[config.mk]
export PLATFORM = sky130hd
export DESIGN_NAME = shared_counter_sched_flat
export DESIGN_NICKNAME = d
export VERILOG_FILES = /design/src/rtl/shared_counter_sched_if.sv /design/src/rtl/shared_counter_sched.sv /design/src/flat_wrapper.sv
export SDC_FILE = /design/constraint.sdc
export NUM_CORES = 1
export LEC_CHECK = 0
export BUFFER_PORTS_ARGS = -buffer_cell sky130_fd_sc_hd__buf_2
export CORE_MARGIN = 10
export CORE_UTILIZATION = 35
export CTS_CLUSTER_SIZE = 8
export DETAILED_ROUTE_END_ITERATION = 6
export SYNTH_ARGS = -nofsm -noshare
export SYNTH_HDL_FRONTEND = slang
export SYNTH_SLANG_ARGS = --single-unit
export TNS_END_PERCENT = 20
[constraint.sdc]
create_clock -name clk -period 1.8 [get_ports clk]
set_input_delay 0.45 -clock clk [delete_from_list [all_inputs] [get_ports clk]]
set_output_delay 0.45 -clock clk [all_outputs]
set_load 0.02 [all_outputs]
[src/rtl/shared_counter_sched_if.sv]
`default_nettype none
// ============================================================================
// shared_counter_sched_if : requester-side bus of the shared counter scheduler
// Rev 1.0
// ============================================================================
interface shared_counter_sched_if #(
    parameter int NREQ = 4,
    parameter int CW   = 4
);
    logic [NREQ-1:0]    req;
    logic [NREQ*CW-1:0] len;
    logic [NREQ-1:0]    grant;
    logic               busy;
    logic [CW-1:0]      count;
    logic [NREQ-1:0]    done;
    logic               abort;

    modport master (
        output req, len,
        input  grant, busy, count, done, abort
    );

    modport slave (
        input  req, len,
        output grant, busy, count, done, abort
    );
endinterface
`default_nettype wire

[src/rtl/shared_counter_sched.sv]
`default_nettype none
// ============================================================================
// shared_counter_sched : round-robin scheduler sharing one up-counter among
// NREQ interval requesters. Optional macro SHARED_CNT_B2B_EN: back-to-back grants.
// Rev 1.0
// ============================================================================
module shared_counter_sched #(
    parameter int NREQ = 4,
    parameter int CW   = 4
) (
    input wire clk,
    input wire rst,
    shared_counter_sched_if.slave bus
);

    localparam int c_IW = (NREQ > 1) ? $clog2(NREQ) : 1;

    typedef enum logic [1:0] {
        S_IDLE  = 2'd0,
        S_COUNT = 2'd1,
        S_DONE  = 2'd2
    } state_t;

    state_t            r_state;
    logic [NREQ-1:0]   r_grant;
    logic [NREQ-1:0]   r_done;
    logic              r_abort;
    logic              r_busy;
    logic [CW-1:0]     r_count;
    logic [CW-1:0]     r_target;
    logic [c_IW-1:0]   r_gidx;
    logic [c_IW-1:0]   r_rr_ptr;

    logic [NREQ-1:0]   w_arb_req;
    logic [c_IW-1:0]   w_arb_base;
    logic [c_IW-1:0]   w_cand;
    logic [c_IW-1:0]   w_arb_idx;
    logic              w_arb_valid;
    logic [CW-1:0]     w_arb_len;
    logic [NREQ-1:0]   w_arb_onehot;
    logic              w_req_g;

    // In DONE the search starts after the requester just served and skips it.
    always_comb begin
        w_arb_req  = bus.req;
        w_arb_base = r_rr_ptr;
        if (r_state == S_DONE) begin
            w_arb_req  = bus.req & ~r_grant;
            w_arb_base = r_gidx;
        end
    end

    always_comb begin
        w_arb_valid = 1'b0;
        w_arb_idx   = '0;
        w_cand      = '0;
        for (int k = 1; k <= NREQ; k++) begin
            w_cand = c_IW'((int'(w_arb_base) + k) % NREQ);
            if (!w_arb_valid && w_arb_req[w_cand]) begin
                w_arb_valid = 1'b1;
                w_arb_idx   = w_cand;
            end
        end
    end

    always_comb begin
        w_arb_len = '0;
        for (int i = 0; i < NREQ; i++) begin
            if (w_arb_idx == c_IW'(i)) begin
                w_arb_len = bus.len[i*CW +: CW];
            end
        end
    end

    assign w_arb_onehot = NREQ'(1) << w_arb_idx;
    assign w_req_g      = |(bus.req & r_grant);

    always_ff @(posedge clk or posedge rst) begin
        if (rst) begin
            r_state  <= S_IDLE;
            r_grant  <= '0;
            r_done   <= '0;
            r_abort  <= 1'b0;
            r_busy   <= 1'b0;
            r_count  <= '0;
            r_target <= '0;
            r_gidx   <= '0;
            r_rr_ptr <= c_IW'(NREQ - 1);
        end else begin
            r_done  <= '0;
            r_abort <= 1'b0;
            case (r_state)
                S_IDLE: begin
                    if (w_arb_valid) begin
                        r_state  <= S_COUNT;
                        r_grant  <= w_arb_onehot;
                        r_gidx   <= w_arb_idx;
                        r_target <= w_arb_len;
                        r_count  <= '0;
                        r_busy   <= 1'b1;
                    end
                end
                S_COUNT: begin
                    // Abort wins over a completion landing in the same cycle.
                    if (!w_req_g) begin
                        r_state  <= S_IDLE;
                        r_grant  <= '0;
                        r_abort  <= 1'b1;
                        r_count  <= '0;
                        r_busy   <= 1'b0;
                        r_rr_ptr <= r_gidx;
                    end else if (r_count == r_target) begin
                        r_state <= S_DONE;
                        r_done  <= r_grant;
                    end else begin
                        r_count <= r_count + CW'(1);
                    end
                end
                S_DONE: begin
                    r_rr_ptr <= r_gidx;
`ifdef SHARED_CNT_B2B_EN
                    if (w_arb_valid) begin
                        r_state  <= S_COUNT;
                        r_grant  <= w_arb_onehot;
                        r_gidx   <= w_arb_idx;
                        r_target <= w_arb_len;
                        r_count  <= '0;
                        r_busy   <= 1'b1;
                    end else begin
                        r_state <= S_IDLE;
                        r_grant <= '0;
                        r_count <= '0;
                        r_busy  <= 1'b0;
                    end
`else
                    r_state <= S_IDLE;
                    r_grant <= '0;
                    r_count <= '0;
                    r_busy  <= 1'b0;
`endif
                end
                default: begin
                    r_state <= S_IDLE;
                    r_grant <= '0;
                    r_count <= '0;
                    r_busy  <= 1'b0;
                end
            endcase
        end
    end

    assign bus.grant = r_grant;
    assign bus.done  = r_done;
    assign bus.abort = r_abort;
    assign bus.busy  = r_busy;
    assign bus.count = r_count;

endmodule
`default_nettype wire

[src/flat_wrapper.sv]
// flat-port wrapper written by rule: the top's interface ports become plain ports
module shared_counter_sched_flat 
#(
    parameter int NREQ = 4,
    parameter int CW   = 4
)
  (clk, rst, bus_req, bus_len, bus_grant, bus_busy, bus_count, bus_done, bus_abort);
  shared_counter_sched_if #(.NREQ(NREQ), .CW(CW)) bus_i ();
  input wire clk;
  input wire rst;
  input wire logic [$bits(bus_i.req)-1:0] bus_req;
  input wire logic [$bits(bus_i.len)-1:0] bus_len;
  output wire logic [$bits(bus_i.grant)-1:0] bus_grant;
  output wire logic [$bits(bus_i.busy)-1:0] bus_busy;
  output wire logic [$bits(bus_i.count)-1:0] bus_count;
  output wire logic [$bits(bus_i.done)-1:0] bus_done;
  output wire logic [$bits(bus_i.abort)-1:0] bus_abort;
  assign bus_i.req = bus_req;
  assign bus_i.len = bus_len;
  assign bus_grant = bus_i.grant;
  assign bus_busy = bus_i.busy;
  assign bus_count = bus_i.count;
  assign bus_done = bus_i.done;
  assign bus_abort = bus_i.abort;
  shared_counter_sched #(.NREQ(NREQ), .CW(CW)) u_core (.clk(clk), .rst(rst), .bus(bus_i));
endmodule
# Word level (Yosys, flattened, before mapping)
# Index checks and enable logic that the tools add are counted.
# word_totals
regBits	24
inputBits	22
out_inout_bits	14
word_cells	90
# op_classes
addsub	5
n_lt_le_gt_ge	4
eq_ne	10
shifts	1
n_mux	43
bitwise_logic	3
n_reduce_logical	15
# ops
cell	count
4-bit 2-to-1 mux	13
2-bit 2-to-1 mux	9
4-bit one-hot mux with 2 select lines	2
2-bit by 3-bit less-than comparator with 1-bit output, second input constant	4
1-bit 2-to-1 mux	12
2-bit AND reduction	5
4-bit bitwise AND	2
1-bit binary-select mux with 2-bit select	4
2-bit one-hot mux with 2 select lines	2
2-bit equality test, second input constant	3
3-bit inequality test, second input constant	2
2-bit by 1-bit adder with 2-bit output, second input constant	2
2-bit adder, second input constant	2
4-bit by 1-bit adder with 4-bit output, second input constant	1
2-bit by 1-bit equality test with 1-bit output, second input constant	2
4-bit equality test	1
2-bit zero test	2
4-bit NOT	1
4-bit OR reduction	1
1-bit by 2-bit left shift with 4-bit output, first input constant	1
1-bit logical AND	3
1-bit zero test	3
2-bit by 1-bit inequality test with 1-bit output, second input constant	1
2-bit inequality test, second input constant	1
2 further kinds	2

# Longest topological paths before layout
# logic_depth
word_depth	20
ltp_mapped	8
mapped_depth_nobuf	7

# Worst setup path after synthesis
# Ideal clock, no wire load.
# synth_path
path_type	reg2reg
startpoint	register u_core.r_grant[2] (netlist: u_core.bus.grant[2])
endpoint	register u_core.r_target[0]
setup_ns	0.138
arrival_ns	1.762
required_time_ns	1.662
slack_ns	-0.100
path_stages_with_launch	8
path_buffers	1
period_less_slack_ns	1.900
cell_sequence	dfrtp_1 -> nand3b_1 -> a221oi_1 -> a21oi_1 -> o22ai_4 -> buf_6 -> mux2i_1 -> o221ai_1
# synth_between
elab_chain_cells	20
elab_cells_between_ends	34
cone_classes	3 x eq/ne; 21 x mux; 2 x bitwise; 8 x reduce/logical
# synth_rtl
item	line_no	rtl
start: declaration	shared_counter_sched.sv:25	logic [NREQ-1:0] r_grant;
start signal: assignment	shared_counter_sched.sv:96	r_grant <= w_arb_onehot;
4-bit NOT (*)	shared_counter_sched.sv:48	w_arb_req = bus.req & ~r_grant;
4-bit bitwise AND (*)	shared_counter_sched.sv:48	
4-bit 2-to-1 mux (*)	shared_counter_sched.sv:47	if (r_state == S_DONE) begin
1-bit binary-select mux with 2-bit select	shared_counter_sched.sv:59	if (!w_arb_valid && w_arb_req[w_cand]) begin
1-bit 2-to-1 mux (implied by the code)	shared_counter_sched.sv:59	
1-bit 2-to-1 mux	shared_counter_sched.sv:59	
1-bit zero test	shared_counter_sched.sv:59	
1-bit logical AND	shared_counter_sched.sv:59	
1-bit 2-to-1 mux	shared_counter_sched.sv:59	
1-bit zero test	shared_counter_sched.sv:59	
1-bit logical AND	shared_counter_sched.sv:59	
1-bit 2-to-1 mux	shared_counter_sched.sv:59	
1-bit zero test	shared_counter_sched.sv:59	
1-bit logical AND	shared_counter_sched.sv:59	
2-bit 2-to-1 mux	shared_counter_sched.sv:59	
2-bit zero test	shared_counter_sched.sv:69	if (w_arb_idx == c_IW'(i)) begin
4-bit 2-to-1 mux (4 in a row)	shared_counter_sched.sv:69	
end signal: assignment	shared_counter_sched.sv:98	r_target <= w_arb_len;
end: declaration	shared_counter_sched.sv:30	logic [CW-1:0] r_target;
# Every way passes the cells marked *; elsewhere a longest branch is shown, timed or not. The select of a mux whose other input is x is not followed.
# A chain may end at the register's enable or synchronous reset.

# Worst setup path after layout
# layout_path
startpoint	register u_core.r_state[0]
endpoint	register u_core.r_target[2]
# layout_between
elab_chain_cells	20
elab_cells_between_ends	39
cone_classes	4 x add/sub; 4 x eq/ne; 22 x mux; 9 x reduce/logical
# layout_rtl
item	line_no	rtl
start: declaration	shared_counter_sched.sv:24	state_t r_state;
start signal: assignment	shared_counter_sched.sv:80	r_state <= S_IDLE;
start signal: assignment	shared_counter_sched.sv:95	r_state <= S_COUNT;
start signal: assignment	shared_counter_sched.sv:106	r_state <= S_IDLE;
2-bit equality test	shared_counter_sched.sv:47	
2-bit 2-to-1 mux	shared_counter_sched.sv:47	
2-bit by 1-bit adder with 2-bit output	shared_counter_sched.sv:58	w_cand = c_IW'((int'(w_arb_base) + k) % NREQ);
1-bit binary-select mux with 2-bit select	shared_counter_sched.sv:59	
1-bit 2-to-1 mux (implied by the code)	shared_counter_sched.sv:59	
1-bit 2-to-1 mux	shared_counter_sched.sv:59	
1-bit zero test	shared_counter_sched.sv:59	
1-bit logical AND	shared_counter_sched.sv:59	
1-bit 2-to-1 mux	shared_counter_sched.sv:59	
1-bit zero test	shared_counter_sched.sv:59	
1-bit logical AND	shared_counter_sched.sv:59	
1-bit 2-to-1 mux	shared_counter_sched.sv:59	
1-bit zero test	shared_counter_sched.sv:59	
1-bit logical AND	shared_counter_sched.sv:59	
2-bit 2-to-1 mux	shared_counter_sched.sv:59	
2-bit zero test	shared_counter_sched.sv:69	
4-bit 2-to-1 mux (4 in a row)	shared_counter_sched.sv:69	
# Several ways; a longest one is shown, not always the timed one. The select of a mux whose other input is x is not followed.

==> flow_summary.yaml <==
status:
  status: "finished with violations"
  violations: "setup timing"
critical_path:
  startpoint_type: "flop"
  worst_ep_arrival_time_ns: 2.20
  critPathKind: "reg2reg"
  critPathRequiredTime_ns: 1.94
  slowest_delay_ns: 0.43
  crit_path_end_kind: "flop"
  path_max_fanout: 4
  crit_buf_inv: 1
  path_cells: "or3b_1 -> o22ai_2 -> a21oi_2 -> o22ai_4 -> buf_16 -> mux2i_2 -> o221ai_1"
  r2r_slack_ns: -0.26
  cp_slowest_cell: "dfrtp_1"
  critPathTopFamily: "compound AO/OA/AOI/OAI gates"
synth:
  async_flop_share: 1.00
  syn_area_um2: 1320
  yosysWarnings: 0
  synth_top_area_cell: "dfrtp_1"
  yosys.cell_types.count: 44
  synth_edf_count: 0
  synth_commonest_cells: "22 x dfrtp_1, 22 x nand2_1, 8 x mux2i_1, 6 x inv_1"
  seq_area_frac_synth: 0.457
  synth_top_cell_area_share: 0.417
  ys.flop_type: "dfrtp_1"
  syn_area_per_cell_um2: 10.1
  ys_seq_elements: 24
  synth_nets: 153
  synth_cells: 130
  synth.area.top_cells: "dfrtp_1 42%, nand2_1 6.3%, mux2i_1 6.1%"
sta:
  period_minus_slack_ns: 2.06
  hold_viol_final: 0
  finalSetupViolations: 10
  worst_pin_slew_ns: 0.400
  relSlewSlack: 0.731
  finClkSkew_ns: 0.00397
  fin_ws_ns: -0.263
  finalCritPeriodShare: 1.15
  slew_viol_final: 0
  rsz0062_at_grt: "true"
  fmax_ghz: 0.485
global_routing:
  grt_antenna_before_repair: 0
  gr-total-overflow: 0
  grt_use_total: 0.126
  grt_first_pass_wirelength_um: 6510
  grt_pass1_vias: 1367
  grt_max_degree: 25
final_layout:
  final-seq-area_um2: 603
  design_area_um2: 1940
  stdcell_count: 243
  area_growth_pct: 47.0
  multiInputGateArea_um2: 763
  final_util: 0.529
  drive_above_1_share: 0.472
  antenna_cells: 0
  fillers: 339
  final_nets: 219
floorplanning:
  start_util: 0.360
  die_x_um: 81.4
  io_pins: 36
  num_rows: 22
  die_area_um2: 6620
  design.core.area_um2: 3660
  die_h_um: 81.4
route:
  route.detailed.drc: 0
  num_vias: 1226
  drt-initial-drc-count: 42
  wl_per_cell_um: 15.9
  wl_um: 3870
  drtPass1Iterations: 4
  via_per_inst: 5.05
  antenna_left: 0
clocking:
  cts_hold_buf: 0
  cts_tree: "done"
  path_clk_slew_ns: 0.09
  insertion_delay_ns: 0.27
  clock_sinks: 24
  cts_buffers: 3
  cts_root_buf: "clkbuf_8"
  htreeDepth: 1
  cts_buffer_depth: 2
placed_design:
  routabilityCongestion: 0.854
  dpl_cell_area_um2: 1750
  dp_hpwl_um: 2830
  port-buffer-count: 35
  post-place-cells: 236
power_and_ir_drop:
  combPwrFrac: 0.570
  p_clk_frac: 0.127
  finalPower_mw: 2.96
  switching_power_mw: 1.17
  power_density_nw_per_um2: 1530
  sw_frac_of_total: 0.395
  p_leak_nw: 0.989
  ir_drop_v: 0.00107
  seqPwrFrac: 0.303
  internal_power_mw: 1.79
job:
  maxCapViolations: 0
min_path:
  min_path_type: "in2async"
## path summary, 6_finish.rpt
| check | startpoint | to | cells after the start |
|---|---|---|---|
| setup reg to reg | u_core.r_state[0] | u_core.r_target[2] | 7 |
| max in group asynchronous | rst | u_core.r_rr_ptr[0] | 3 |
| hold / removal | rst | u_core.bus.abort | 3 |
| hold reg to reg | u_core.bus.busy | u_core.bus.busy | 2 |
| min in group clk | u_core.bus.busy | u_core.bus.busy | 2 |
| setup / recovery | u_core.r_state[0] | u_core.r_target[2] | 7 |
## final cells by class
cell class	count	share of cell area
Inverter	6	0.0116
Clock buffer	4	0.0284
Multi-Input combinational cell	97	0.394
Timing Repair Buffer	64	0.224
Sequential cell	24	0.311
Tap cell	48	0.0310
## metrics by stage
step | TNS, ns | hold WS [ns] | setup slack (ns)
after floorplan | -0.160 | 0.463 | -0.0363
after global placement | -0.962 | 0.453 | -0.143
after detailed placement | -1.38 | 0.462 | -0.229
after CTS | -1.49 | 0.222 | -0.214
after global routing | -2.72 | 0.248 | -0.354
final | -1.63 | 0.211 | -0.263
## routing by layer
layer | global-route usage | wire length, µm | part of all wire | vias to the layer above
met1 | 0.140 | 1660 | 0.43 | 576
li1 | - | - | - | 605
met2 | 0.212 | 1840 | 0.48 | 39
met5 | 0 | 0 | 0 | -
met4 | 0.0571 | 73 | 0.019 | 0
met3 | 0.0442 | 295 | 0.076 | 6
## power by group through the flow
stage | clock [mW] | combinational (mW) | sequential [mW]
6_report | 0.377 | 1.68 | 0.896
3_3_place_gp | 0 | 1.43 | 0.889
3_5_place_dp | 0 | 1.46 | 0.891
2_1_floorplan | 0 | 0.785 | 0.971
4_1_cts | 0.382 | 1.64 | 0.892
5_1_grt | 0.413 | 1.84 | 0.920
## logic make-up after synthesis
| family | share of synthesized area |
|---|---|
| DFF | 0.457 |
| xor gates and xnor gates | 0.0398 |
| buffers and inverters | 0.0342 |
| muxes | 0.0863 |
| adders and majority gates | 0.00949 |
| and+or+nand+nor | 0.184 |
| AOI/OAI and AO/OA | 0.189 |
## what timing repair did
item                                    in CTS  in global routing
cloned                                       2                  0
pin swaps                                   10                  2
setup buffers                                1                  0
resized for setup                           16                  5
endpoints found under the setup margin      10                 12
## sequential cells by signal (all words and copies together), names as in the netlist
name and count:
u_core.r_state 2, u_core.r_rr_ptr 2, u_core.bus.count 4, u_core.r_target 4
u_core.bus.busy 1, u_core.r_gidx 2, u_core.bus.abort 1, u_core.bus.done 4
u_core.bus.grant 4
## cell usage in the layout (no fill, tap or decap), types with 2 or more instances in the layout
cell type  netlist  routed
buf_4            1      23
clkbuf_8         0       4
a22oi_1          2       2
nand3_1          3       3
dfrtp_1         22      22
nand2_1         22      22
mux2_2           3       3
buf_6            1       3
nand3b_1         3       3
dfstp_2          2       2
o221ai_1         4       4
xor2_1           5       5
nand2b_1         3       3
mux2i_2          0       3
o21ai_1          3       2
a22o_1           2       2
inv_1            6       6
buf_2            0      36
nor2_1           5       5
and3_1           4       4
a211oi_2         1       2
mux2i_1          8       5
a21oi_1          5       2
a21oi_2          0       2
o21ai_0          2       2
o22ai_2          1       2
## worst reg2reg max path: cells and delay by family, from the launching register on
family	cells	cell delay (ns)
compound gates	4	0.70
buf+inv	1	0.16
flops	1	0.43
mux	1	0.22
simple gates	1	0.42
(Power assumes the default switching activity.)
